## src/rtl/keypad_pkg.sv

```systemverilog
// Shared types and constants for the 4x4 keypad scanner: column FSM states,
// column drive patterns and the frame candidate encoding.
package keypad_pkg;

  typedef enum logic [1:0] {
    COL0 = 2'd0,
    COL1 = 2'd1,
    COL2 = 2'd2,
    COL3 = 2'd3
  } col_state_e;

  localparam int unsigned CAND_W          = 5;
  localparam int unsigned CODE_ROW_WEIGHT = 4;

  // Candidate = {valid, code}; the all-zero value means no single key this frame.
  localparam logic [CAND_W-1:0] CAND_NONE = 5'b0_0000;

  function automatic logic [3:0] col_drive(input col_state_e s);
    logic [3:0] pat;
    case (s)
      COL0:    pat = 4'b1110;
      COL1:    pat = 4'b1101;
      COL2:    pat = 4'b1011;
      default: pat = 4'b0111;
    endcase
    return pat;
  endfunction

  function automatic logic [3:0] make_code(input logic [1:0] row_idx,
                                           input logic [1:0] col_idx);
    return 4'(CODE_ROW_WEIGHT * int'(row_idx) + int'(col_idx));
  endfunction

endpackage

```

## src/rtl/sync_2ff.sv

```systemverilog
// Two-flop synchronizer for the 4 asynchronous keypad row inputs.
module sync_2ff (
  input  logic       clk,
  input  logic       clr,
  input  logic [3:0] d_i,
  output logic [3:0] q_o
);

  logic [3:0] meta_q;
  logic [3:0] sync_q;

  // Rows idle high (pull-ups), so reset to the released level.
  always_ff @(posedge clk) begin
    if (clr) begin
      meta_q <= 4'hF;
      sync_q <= 4'hF;
    end else begin
      meta_q <= d_i;
      sync_q <= meta_q;
    end
  end

  assign q_o = sync_q;

endmodule

```

## src/rtl/keypad_scanner.sv

```systemverilog
// 4x4 matrix keypad scanner: column multiplexing, ghost rejection,
// frame-level debounce and a one-cycle strobe per accepted press.
module keypad_scanner
  import keypad_pkg::*;
#(
  parameter int SCAN_DIV       = 8192,
  parameter int DEBOUNCE_SCANS = 4
) (
  input  logic       clk,
  input  logic       clr,
  input  logic [3:0] row,
  output logic [3:0] col,
  output logic [3:0] key_code,
  output logic       key_valid,
  output logic       key_held
);

  localparam int              DW         = $clog2(SCAN_DIV);
  localparam logic [DW-1:0]   DWELL_LAST = DW'(SCAN_DIV - 1);
  localparam logic [3:0]      DB_MAX     = 4'(DEBOUNCE_SCANS);

  logic [3:0] row_s;

  sync_2ff u_sync (
    .clk (clk),
    .clr (clr),
    .d_i (row),
    .q_o (row_s)
  );

  col_state_e        state_q, state_d;
  logic [DW-1:0]     dwell_q, dwell_d;
  logic [1:0]        total_q, total_d;
  logic [CAND_W-1:0] hit_q, hit_d;
  logic [CAND_W-1:0] prev_q, prev_d;
  logic [3:0]        stable_q, stable_d;
  logic [3:0]        code_q, code_d;
  logic              held_q, held_d;
  logic              valid_q, valid_d;

  logic              sample;
  logic [2:0]        low_cnt;
  logic [1:0]        low_row;
  logic [1:0]        base_total;
  logic [CAND_W-1:0] base_hit;
  logic [2:0]        sum;
  logic [3:0]        new_code;
  logic [CAND_W-1:0] cand;

  always_comb begin
    state_d    = state_q;
    dwell_d    = dwell_q;
    total_d    = total_q;
    hit_d      = hit_q;
    prev_d     = prev_q;
    stable_d   = stable_q;
    code_d     = code_q;
    held_d     = held_q;
    valid_d    = 1'b0;
    low_cnt    = 3'd0;
    low_row    = 2'd0;
    base_total = 2'd0;
    base_hit   = CAND_NONE;
    sum        = 3'd0;
    new_code   = 4'd0;
    cand       = CAND_NONE;
    sample     = (dwell_q == DWELL_LAST);

    // Descending scan so the lowest low row is the one left in low_row.
    for (int r = 3; r >= 0; r--) begin
      if (!row_s[r]) begin
        low_cnt = low_cnt + 3'd1;
        low_row = 2'(r);
      end
    end
    new_code = make_code(low_row, state_q);

    if (sample) begin
      dwell_d = '0;
      case (state_q)
        COL0:    state_d = COL1;
        COL1:    state_d = COL2;
        COL2:    state_d = COL3;
        default: state_d = COL0;
      endcase

      // COL0 opens a new frame, so prior accumulation is discarded there.
      base_total = (state_q == COL0) ? 2'd0 : total_q;
      base_hit   = (state_q == COL0) ? CAND_NONE : hit_q;
      sum        = {1'b0, base_total} + low_cnt;
      total_d    = (sum >= 3'd2) ? 2'd2 : sum[1:0];
      hit_d      = base_hit;
      if (low_cnt != 3'd0 && (!base_hit[4] || new_code < base_hit[3:0]))
        hit_d = {1'b1, new_code};

      if (state_q == COL3) begin
        cand = (sum == 3'd1) ? hit_d : CAND_NONE;
        if (cand == prev_q) begin
          if (stable_q < DB_MAX) stable_d = stable_q + 4'd1;
        end else begin
          stable_d = 4'd1;
          prev_d   = cand;
        end
        if (stable_d == DB_MAX) begin
          if (cand[4] && !held_q) begin
            code_d  = cand[3:0];
            held_d  = 1'b1;
            valid_d = 1'b1;
          end else if (!cand[4]) begin
            held_d = 1'b0;
          end
        end
      end
    end else begin
      dwell_d = dwell_q + DW'(1);
    end
  end

  always_ff @(posedge clk) begin
    if (clr) begin
      state_q  <= COL0;
      dwell_q  <= '0;
      total_q  <= 2'd0;
      hit_q    <= CAND_NONE;
      prev_q   <= CAND_NONE;
      stable_q <= 4'd0;
      code_q   <= 4'd0;
      held_q   <= 1'b0;
      valid_q  <= 1'b0;
    end else begin
      state_q  <= state_d;
      dwell_q  <= dwell_d;
      total_q  <= total_d;
      hit_q    <= hit_d;
      prev_q   <= prev_d;
      stable_q <= stable_d;
      code_q   <= code_d;
      held_q   <= held_d;
      valid_q  <= valid_d;
    end
  end

  assign col       = col_drive(state_q);
  assign key_code  = code_q;
  assign key_valid = valid_q;
  assign key_held  = held_q;

endmodule
```

## config.mk

```make
export PLATFORM = sky130hd
export DESIGN_NAME = keypad_scanner
export DESIGN_NICKNAME = d
export VERILOG_FILES = /design/src/rtl/keypad_pkg.sv /design/src/rtl/sync_2ff.sv /design/src/rtl/keypad_scanner.sv
export SDC_FILE = /design/constraint.sdc
export NUM_CORES = 1
export LEC_CHECK = 0
export CAP_MARGIN = 25
export CORE_MARGIN = 4
export CORE_UTILIZATION = 65
export DETAILED_ROUTE_END_ITERATION = 6
export DONT_BUFFER_PORTS = 1
export PLACE_DENSITY = 0.84
export SYNTH_ARGS = -nofsm -noshare
export SYNTH_HDL_FRONTEND = slang
export SYNTH_SLANG_ARGS = --single-unit
```

## constraint.sdc

```tcl
create_clock -name clk -period 8.66 [get_ports clk]
set_clock_uncertainty 0.2 [all_clocks]
set_input_delay 0.866 -clock clk [delete_from_list [all_inputs] [get_ports clk]]
set_output_delay 0.866 -clock clk [all_outputs]
set_load 0.03 [all_outputs]
```

=== Word level (Yosys, flattened, before mapping) ===
Cells that the tools add are included.

* Add/subtract/negate cells: 7
* Multiply operators: 0
* Divide/modulo/power cells: 0
* $lt $le $gt $ge: 3
* Equality and inequality tests: 8
* Shifts and indexed selects: 0
* Mux-type cells: 23
* Bitwise logic cells: 4
* Reductions and logical operators: 13

{| class="wikitable"
|+ Operators with widths
! operator !! count
|-
| 5-bit 2-to-1 mux || 4
|-
| 4-bit 2-to-1 mux || 4
|-
| 13-bit by 1-bit adder with 13-bit output (second input constant) || 1
|-
| 13-bit equality test (second input constant) || 1
|-
| 2-bit 2-to-1 mux || 6
|-
| 4-bit case mux with 3 select lines || 1
|-
| 3-bit by 1-bit adder with 3-bit output (second input constant) || 3
|-
| 3-bit 2-to-1 mux || 3
|-
| 4-bit AND reduction || 2
|-
| 2-bit case mux with 3 select lines || 1
|-
| 5-bit equality test || 1
|-
| 4-bit by 1-bit adder with 4-bit output (second input constant) || 1
|-
| 4-bit by 2-bit adder with 4-bit output || 1
|-
| 2-bit equality test (second input constant) || 2
|-
| 4-bit by 3-bit equality test with 1-bit output (second input constant) || 1
|-
| 4-bit by 3-bit < comparator with 1-bit output (second input constant) || 1
|-
| 4-bit < comparator || 1
|-
| 1-bit 2-to-1 mux || 4
|-
| 1-bit NOT || 4
|-
| 4-bit OR reduction || 1
|-
| 2-bit by 3-bit adder with 3-bit output || 1
|-
| 3-bit by 1-bit equality test with 1-bit output (second input constant) || 1
|-
| 3-bit by 2-bit >= comparator with 1-bit output (second input constant) || 1
|-
| 3-bit AND reduction || 1
|-
| 9 further kinds || 11
|}

* Register bits: 45
* Bits in latches: 0
* Bits in writable memories: 0
* ROM bits: 0
* Input port bits: 6
* Output and inout port bits: 10
* Word-level logic and storage cells: 69
* Memories kept: 0

=== Logic depth before layout (Yosys ltp) ===
Gate-level depths: netlist (run 1).

* Depth after elaboration: 19
* Mapped depth: 14
* Mapped depth without buffers: 14

=== Modules after synthesis ===
A second synthesis (run 1) with hierarchy kept.

* Cell total of the unflattened synthesis: 272
* Area, all modules: 2406.1 um2

{| class="wikitable"
|+ Modules (own cells, without submodules)
! module !! instances !! cells an instance !! area an instance (um2) !! seq. area each (um2)
|-
| keypad_scanner || 1 || 256 || 2195.9 || 740.7
|-
| sync_2ff || 1 || 16 || 210.2 || 160.2
|}

=== Worst setup path before layout (run 1) ===
Ideal clock, no wire load.

* Kind: register to register
* From: register u_sync.sync_q[2] (netlist: u_sync.q_o[2])
* To: register code_q[0] (netlist: key_code[0])
* Library setup time: 123 ps
* Arrival time: 3657 ps
* Data required time: 8337 ps
* Slack: 4680 ps
* Stages on the path, launching flop included: 14
* Path buffers: 0
* Period minus slack after synthesis: 3980 ps
* Cell sequence: dfxtp_1 > inv_1 > ha_1 > xnor2_1 > ha_1 > mux2i_1 > fa_1 > xnor3_2 > nor3_1 > mux2i_1 > and2_4 > a2111o_1 > nor3_4 > mux2_1

* Longest elaborated chain between the ends: 16
* Elaborated cells between the ends (all ways): 25
* Those cells by class: 4 x add/sub; 1 x order compare; 3 x eq/ne; 12 x mux; 5 x reduce/logical

{| class="wikitable"
|+ Ends and longest elaborated chain
! item !! RTL line !! text
|-
| from (decl) || sync_2ff.sv:10 || <nowiki>logic [3:0] sync_q;</nowiki>
|-
| from (signal assigned) || sync_2ff.sv:19 || <nowiki>sync_q <= meta_q;</nowiki>
|-
| parallel branches: the longest is 9 deep, another holds 3-bit by 1-bit adder with 3-bit output || - ||
|-
| 5-bit 2-to-1 mux (*) || keypad_scanner.sv:97 || <nowiki>cand = (sum == 3'd1) ? hit_d : CAND_NONE;</nowiki>
|-
| 5-bit equality test || keypad_scanner.sv:98 || <nowiki>if (cand == prev_q) begin</nowiki>
|-
| 4-bit 2-to-1 mux || keypad_scanner.sv:98 ||
|-
| 4-bit 2-to-1 mux || keypad_scanner.sv:96 || <nowiki>if (state_q == COL3) begin</nowiki>
|-
| 4-bit 2-to-1 mux || keypad_scanner.sv:78 || <nowiki>if (sample) begin</nowiki>
|-
| 4-bit by 3-bit equality test with 1-bit output || keypad_scanner.sv:104 || <nowiki>if (stable_d == DB_MAX) begin</nowiki>
|-
| 4-bit AND reduction (no source line) || - ||
|-
| to (signal assigned) || keypad_scanner.sv:137 || <nowiki>code_q <= code_d;</nowiki>
|-
| to (decl) || keypad_scanner.sv:37 || <nowiki>logic [3:0] code_q, code_d;</nowiki>
|}

Mark *: on every way between the ends. The select of a mux whose other input is x is not followed.
A chain may end at the register's enable or synchronous reset.

=== Final worst setup path (run 1) ===
* From: register state_q[0]
* To: register code_q[2] (netlist: key_code[2])

* Longest elaborated chain between the ends: 14
* Elaborated cells between the ends (all ways): 21
* Those cells by class: 2 x add/sub; 1 x order compare; 4 x eq/ne; 8 x mux; 6 x reduce/logical

{| class="wikitable"
|+ Ends and longest elaborated chain
! item !! RTL line !! text
|-
| from (decl) || keypad_scanner.sv:31 || <nowiki>col_state_e state_q, state_d;</nowiki>
|-
| from (signal assigned) || keypad_scanner.sv:131 || <nowiki>state_q <= state_d;</nowiki>
|-
| parallel branches: the longest is 14 deep, another holds 4-bit by 2-bit adder with 4-bit output || - ||
|}

Several ways; the timed one is not identified. The select of a mux whose other input is x is not followed.

==> results.txt, run 1 <==
The count of cells in the finished layout, fillers not included, comes to 327. Dividing the synthesized area by the synthesized cell count gives 8.66 sq um. The startpoint identified for the worst register-to-register timing path is state_q[0]. Routability-driven placement finished with a final weighted congestion of 0.819.

Data arrives at the worst endpoint at 4.49 ns. The tools report the capturing instance or port of the critical path as key_code[2]. The run gives 0 ns as the total negative slack for setup checks.

For the pin with the worst max-slew slack, the measured transition is 1.07 ns. The tools report the number of max-capacitance violations reported as 0. Setup repair after global routing left no endpoint under its margin. Summed over all cells, the static leakage comes to 0.992 nW.

The worst setup path is launched from a flip-flop. Dividing the detail-routed via count by the number of cells gives 5.50. The clock tree synthesis step divided the H-tree into 2 levels. Maximum number of pins on one net before global-route repair: 42. The clock tree buffer depth came out at 2.

Of the total power, the share spent switching nets is 21.1%. Among all flip-flop cells after synthesis, the most frequent one is sky130_fd_sc_hd__dfxtp_1. Commonest non-fill, non-tap cell in the layout: sky130_fd_sc_hd__dfxtp_1. Walking the worst path, the cells encountered are inv_1 > ha_1 > nand2b_1 > ha_1 > nor4b_1 > o21ai_0 > a22oi_1 > mux2i_1 > nand2_1 > a2111o_1 > nor3_4 > mux2_1. Share of total power in the clock network: 39.8%. The detailed-route via count is 1,797. Number of warnings reported in the yosys synthesis log: 0.

The tools report the highest achievable clock rate as 0.222 GHz. Counting every sink on the clock net gives 45. After synthesis the cells add up to 0.00244 sq mm.

The number of flip-flops and latches in the synthesized netlist was 45. In this run the power spent charging and discharging nets is 84.6 uW. The maximum single-stage delay on the critical path was 0.83 ns; the data required time at the worst endpoint was 8.65 ns. Summing the sequential cell areas from Yosys gives 36.9% of the chip area. The final antenna diode count was 0. The post-detailed-route count of antenna-violating nets is 0, and the width of the die is 69.3 microns.

The worst path in the final design needs a cycle of 4.50 ns, including I/O delays and setup. The async set-reset flop share out of synthesis works out to 0%. The worst path buffer plus inverter count was 1. The logs give 7690 microns for the wire length of the first global-routing pass and 0 for the number of antenna violations at the first check in global routing. The first routing iteration left 101 violations. The number of distinct library cells after synthesis was 51. The worst register-to-register path ends at key_code[2]. 16 I/O pins were placed. In this run the vertical extent of the chip is 69.3 microns.

Global route total overflow: 0. The number of cells on the worst reg-to-reg path is 12. The core region is 0.00363 sq mm. For this run, design rule violations remaining after detail routing come to 0. In this run the core area contains 22 standard-cell rows. After clock tree synthesis, the flow added hold-fix buffers numbering 0. The number of I/O port buffers was 0.

Counting the fill cells in the layout gives 308. The cell count after synthesis came out at 282. The internal cell power came out at 316 uW. The power per cell area is 156 mW/mm^2. The share of total power dissipated in combinational logic is 7.3%. The sequential cells in the finished layout cover a total of 901 sq um.

The slowest stage of the critical path is the sky130_fd_sc_hd__a22oi_1 cell. The source-to-sink clock delay at the later pin of the worst-skew pair is 0.30 ns, and the final number of hold-violating endpoints is 0. The tools report the area of combinational cells with multiple inputs as 0.00143 sq mm. The worst hold margin came out at 0.211 ns. The routed length per instance is 13.5 microns.

After the last flow step, the layout net total stands at 300. The clock transition at the register clock pins on the worst setup and hold paths after CTS is 0.08 ns. The maximum fanout encountered on the critical timing path works out to 12. The most numerous cell type found on the critical path is sky130_fd_sc_hd__ha_1. The worst setup path is captured at a flip-flop.

Number of logic stages on the critical path including buffering: 12. The critical path is of the reg2reg type. In this run, placement finished with an instance count of 319. The number of flops mapped to enable cells by yosys is 0, and the number of iterations in the first detailed-routing pass is 4. The run finished with clean final reports.

CTS placed an instance of sky130_fd_sc_hd__clkbuf_8 at the clock tree root. The wire-length estimate of the detail-placed layout is 3190 microns. The number of nets handed over by synthesis was 304.

The worst min-delay path category was reg2reg. Clock tree synthesis inserted a total of 5 buffers. TritonCTS built the clock tree. Total routing resource utilization after global routing: 19.6%. The via count of the first global-routing pass is 1,704, and the sequential share of power is 52.8%.

The run gives 67.2% as the starting density of the core. The fraction of final layout cells sized beyond drive strength 1 is 9.32%, and the total power is 401 uW. The number of resized instances in the post-cts repair step was 0. Headroom to the max-slew limit came out at 28.5%. The routed wire length is 4410 microns.

The number of max-slew violations in the final report was 0; the post-route fraction of the period consumed by the critical path was 52.0%. IR analysis of the VDD net gives a maximum drop of 152 uV. Setup violations remaining at the end of the flow were counted as 0. Broken down by cell family, the worst path's largest delay share belongs to compound AO/OA/AOI/OAI gates. The library cells used most frequently in the layout, excluding fill and tap cells, are sky130_fd_sc_hd__dfxtp_1, sky130_fd_sc_hd__nor2_1, sky130_fd_sc_hd__nand2_1. The full die area came out at 0.00480 sq mm.

The growth of design area from synthesis to finish is 4.97%. The run gives 4.16 ns as the worst-case register-to-register setup slack. The number of setup buffers added after CTS is 0.

The tools report the beginning of the critical path as state_q[0].
[cells by family after synthesis]
family	synth area share (%)
mux	5.43
fa+ha+maj	8.50
flops	36.9
buf+inv	4.56
compound gates	9.94
simple gates	27.3
xor+xnor	7.38
[synth_stat cells, drive strengths merged (2+ instances only)]
| library cell | n | area [sq um] |
|---|---|---|
| nor3b | 2 | 15.0 |
| o21ai | 10 | 50.1 |
| a2111oi | 3 | 38.8 |
| clkbuf | 7 | 26.3 |
| xnor2 | 7 | 68.8 |
| inv | 15 | 56.3 |
| nor2b | 3 | 18.8 |
| nor4b | 3 | 26.3 |
| a21oi | 16 | 80.1 |
| mux2i | 11 | 110 |
| ha | 15 | 188 |
| and2 | 2 | 15.0 |
| buf | 4 | 28.8 |
| nor4 | 2 | 12.5 |
| nand2 | 25 | 93.8 |
| nor2 | 33 | 124 |
| xor2 | 10 | 87.6 |
| mux2 | 2 | 22.5 |
| or2 | 11 | 68.8 |
| nand3 | 10 | 50.1 |
| a211oi | 2 | 15.0 |
| dfxtp | 45 | 901 |
| nand2b | 12 | 75.1 |
| and3 | 2 | 12.5 |
| nor3 | 11 | 71.3 |
[flip-flops by register name, indices dropped and copies added (netlist names)]
| register | count |
|---|---|
| dwell_q | 13 |
| hit_q | 5 |
| key_code | 4 |
| key_held | 1 |
| key_valid | 1 |
| prev_q | 5 |
| stable_q | 4 |
| state_q | 2 |
| total_q | 2 |
| u_sync.meta_q | 4 |
| u_sync.q_o | 4 |
[how the worst min path moves through the flow]
| stage | startpoint | endpoint | slack (ns) | cells past startpoint |
|---|---|---|---|---|
| 4_1_cts | u_sync.meta_q[3] | u_sync.q_o[3] | 0.21 | 1 |
| 2_1_floorplan | u_sync.meta_q[0] | u_sync.q_o[0] | 0.19 | 1 |
| 3_5_place_dp | u_sync.meta_q[3] | u_sync.q_o[3] | 0.19 | 1 |
| 3_3_place_gp | u_sync.meta_q[3] | u_sync.q_o[3] | 0.19 | 1 |
| 6_report | u_sync.meta_q[3] | u_sync.q_o[3] | 0.21 | 1 |
| 5_1_grt | u_sync.meta_q[0] | u_sync.q_o[0] | 0.23 | 1 |
[routing by layer]
metal | track usage [%] | up-vias | wire [microns]
li1 | - | 948 | -
met1 | 26.4 | 816 | 2180
met2 | 30.1 | 25 | 2000
met3 | 4.93 | 8 | 155
met4 | 7.81 | 0 | 82
met5 | 0 | - | 0
[power by group through the flow]
stage | combinational, mW | sequential, mW | clock, mW
4_1_cts | 0.0293 | 0.212 | 0.163
3_5_place_dp | 0.0291 | 0.217 | 0
2_1_floorplan | 0.0276 | 0.216 | 0
3_3_place_gp | 0.0284 | 0.216 | 0
5_1_grt | 0.0330 | 0.212 | 0.174
6_report | 0.0294 | 0.212 | 0.159
[per-stage QoR]
step	area (sq um)	utilization, %	setup slack, ns
6_report	2560	70.6	4.16
5_1_grt	2560	70.6	3.81
4_1_cts	2560	70.6	4.16
3_5_place_dp	2450	67.4	4.23
3_3_place_gp	2450	67.4	4.27
2_1_floorplan	2440	-	4.68
[area by class of cell]
cell class              instances  share of cell area, %
multi-input cells             211                   55.8
flip-flops and latches         45                   35.1
clock buffers                   7                   3.37
well taps                      48                   2.34
inverters                      15                   2.20
clock inverters                 1                   1.17
Note: power is estimated with default switching activity, not from simulation.
==> run 2, diff against run 1 <==
- CORE_UTILIZATION: 65 -> 63
- PLACE_DENSITY: 0.84 -> 0.82
- clock period: 8.66 -> 4.5 ns (I/O delays scaled with it)
==> run 2 against run 1 <==
Compared with the run above: combinational power up 120%; final cell count is 1.5% higher; design area is 2.4% higher; sequential power is 92% higher.
==> results.txt, run 2 (synthesis results as in run 1) <==
The tools report the number of sinks driven by the clock tree as 45. The tools report the number of DRC violations after detailed routing as 0. The site row count came out at 22.

Power per cell area: 304 mW/mm^2. Measured against its own limit, the worst slew margin works out to 66.8%. In the final design database the tool counted 305 nets.

The number of clock buffers inserted by TritonCTS was 5; the routed length per instance was 14.5 microns. The net switching power came out at 195 uW. 16 I/O pins were placed. The post-route core utilization is 70.6%. Summed over all cells, the static leakage comes to 1.03 nW.

Clock-pin slew was measured on the worst setup and hold paths at 0.09 ns. The first routing iteration left 167 violations. The number of flip-flops under the largest register name came out at 13. The count of buffers added on input and output ports is 0.

The run gives 0 as the setup fix buffers added after clock tree synthesis. The tools report the post-route non-filler standard cell count as 332. The number of max-slew violations in the final report is 0, and the switching share of power is 24.5%.

By startpoint and endpoint, the worst setup path is classified as reg2reg. The number of cells on the worst hold path is 1. The most crowded layer after global routing was met2. Total power for the finished layout comes to 797 uW.

Setup repair after global routing left no endpoint under its margin. Post-route fraction of the period consumed by the critical path: 94.0%. The startpoint identified for the worst register-to-register timing path is u_sync.q_o[2]. Ranked by flip-flop count, first place goes to dwell_q. The maximum number of pins on one net before global-route repair was 36; the full die area was 0.00494 sq mm. The floorplan step set the die width to 70.3 microns. The number of logic stages on the critical path including buffering works out to 13. The worst path buffer plus inverter count works out to 1.

The tools report the critical path arrival as 4.24 ns. The logs give 51.2% for the sequential share of power and 0.822 for the placer congestion estimate. The cell depth of the worst flop-to-flop path works out to 13. The worst hold margin is 0.00512 ns. The clock reaches the later pin of the worst-skew pair after 0.31 ns. TritonCTS built the clock tree. The most critical setup path has its endpoint at key_code[2]. The number of failing setup endpoints in the final timing report was 0. The signal on the critical path passes through inv_1 > ha_1 > xnor2_2 > ha_1 > mux2i_1 > fa_1 > xnor3_2 > nor3_1 > mux2i_1 > and2_4 > a2111o_1 > nor3_4 > mux2_1.

For the finished layout, the period the worst path requires is 4.23 ns. The top cell types in the final layout, fill and taps aside, are sky130_fd_sc_hd__dfxtp_1, sky130_fd_sc_hd__nor2_1, sky130_fd_sc_hd__nand2_1. The final layout contains routed wiring with a total length of 4830 microns. Adding up every negative setup slack in the final design gives 0 ns.

Final antenna diode count: 0. The commonest non-fill, non-tap cell in the layout was sky130_fd_sc_hd__dfxtp_1. The number of antenna violations at the first check in global routing was 0; the fraction of final layout cells sized beyond drive strength 1 was 11.6%. In the routed layout, each cell is associated on average with a via count of 5.71. The type of element capturing the critical path is a flip-flop. The root buffer cell chosen for the clock tree is sky130_fd_sc_hd__clkbuf_8. Die boundary height: 70.3 microns. The area growth from synthesis to layout is 7.48%. The run gives 0 as the final number of hold-violating endpoints. Worst min-delay path category: in2reg.

Via count of the first global-routing pass: 1,785. The worst register-to-register path has a setup slack of 0.27 ns. The maximum single-stage delay on the critical path came out at 0.48 ns.

Internal cell power: 602 uW. The tools report the sort of element at the start of the critical path as a flip-flop. The first global-routing pass estimated 8220 microns of wire. In the global route stage, met1 resource usage came out at 27.8%.

Global routing used 31.1% of the available met2 tracks. The tools report the starting density of the core as 65.7%. Detailed-route via count: 1,897. The number of H-tree levels came out at 2. Among cell families on the critical path, the largest total delay comes from adder cells. The number of max-capacitance violations reported is 0, and the total routing resource utilization after global routing is 20.7%. The half-perimeter wire length of the detailed placement result was 3250 microns; the number of iterations in the first detailed-routing pass was 4.

The run finished with clean final reports. Combinational logic burns 8.1% of the power. The tools report the global-route track usage on met3 as 7.19%. For the global route total overflow, the log shows 0. Static timing analysis puts the maximum clock frequency at 0.236 GHz. The tools report the area inside the core boundary as 0.00372 sq mm.

The largest registers in the layout are dwell_q (13), hit_q (5), prev_q (5). The critical path starts at u_sync.q_o[2]. The logs give 322 for the cell count after placement and 40.7% for the share of total power in the clock network.

The worst-case IR drop observed on VDD is 232 uV. For the worst setup path, the data required time is 4.51 ns. The clock passes through at most 2 buffers.

The endpoint identified for the worst register-to-register timing path is key_code[2]. The post-detailed-route count of antenna-violating nets is 0, and the slew at the pin closest to its max-slew limit is 0.497 ns. Worst-path cell with the longest stage delay: sky130_fd_sc_hd__fa_1.

Along the worst path, the maximum fanout reaches 9.
==> run 2: changes by cell type in the layout (fill, tap and decap cells not counted), sizes merged <==
cell,previous run,this run
buf,0,3
clkinv,0,1
dlygate4sd3,0,2
inv,15,16
clkbuf,7,5
==> run 2: how the worst min path moves through the flow <==
stage                     startpoint            end  slack (ns)
CTS                              clr     state_q[0]      0.0002
global placement    u_sync.meta_q[1]  u_sync.q_o[1]        0.19
floorplan           u_sync.meta_q[0]  u_sync.q_o[0]        0.19
global route                     clr       hit_q[4]       0.004
detailed placement  u_sync.meta_q[1]  u_sync.q_o[1]        0.19
finish                           clr    dwell_q[12]       0.005
==> run 2: final cells by class <==
cell class / count / area [sq um]
Clock buffer: 5 / 68.8
Clock inverter: 3 / 50.0
Fill cell: 300 / 1090
Inverter: 15 / 56.3
Multi-Input combinational cell: 211 / 1450
Sequential cell: 45 / 901
Tap cell: 48 / 60.1
Timing Repair Buffer: 5 / 42.5
==> run 2: power groups by stage <==
stage,logic [mW],registers (mW),clock network [mW]
after detailed placement,0.0587,0.417,0
final,0.0649,0.408,0.324
after floorplan,0.0532,0.415,0
after CTS,0.0612,0.408,0.329
after global routing,0.0740,0.409,0.345
after global placement,0.0572,0.417,0
==> run 2: metrics by stage <==
step / setup WS [ns] / area, sq um
CTS: 0.111 / 2600
global placement: 0.377 / 2470
finish: 0.268 / 2630
global route: 0.0562 / 2630
floorplan: 0.520 / 2440
detailed placement: 0.264 / 2470
==> run 2: what timing repair did <==
| item | CTS | global route |
|---|---|---|
| setup endpoints to repair | 0 | 8 |
| hold endpoints to repair | 7 | 6 |
| hold buffers | 1 | 1 |
| resized for setup | 0 | 3 |
==> run 2: routing by layer <==
layer  wire length, microns  up-vias
met3                    321        9
met1                   2250      881
li1                       -      958
met2                   2170       49
met4                     94        0
met5                      0        -
==> run 3, diff against run 2 <==
- CTS_CLUSTER_DIAMETER: not set -> 200
==> results of run 3 <==
Same layout as run 2: the final DEF is identical, and so are final timing and power.
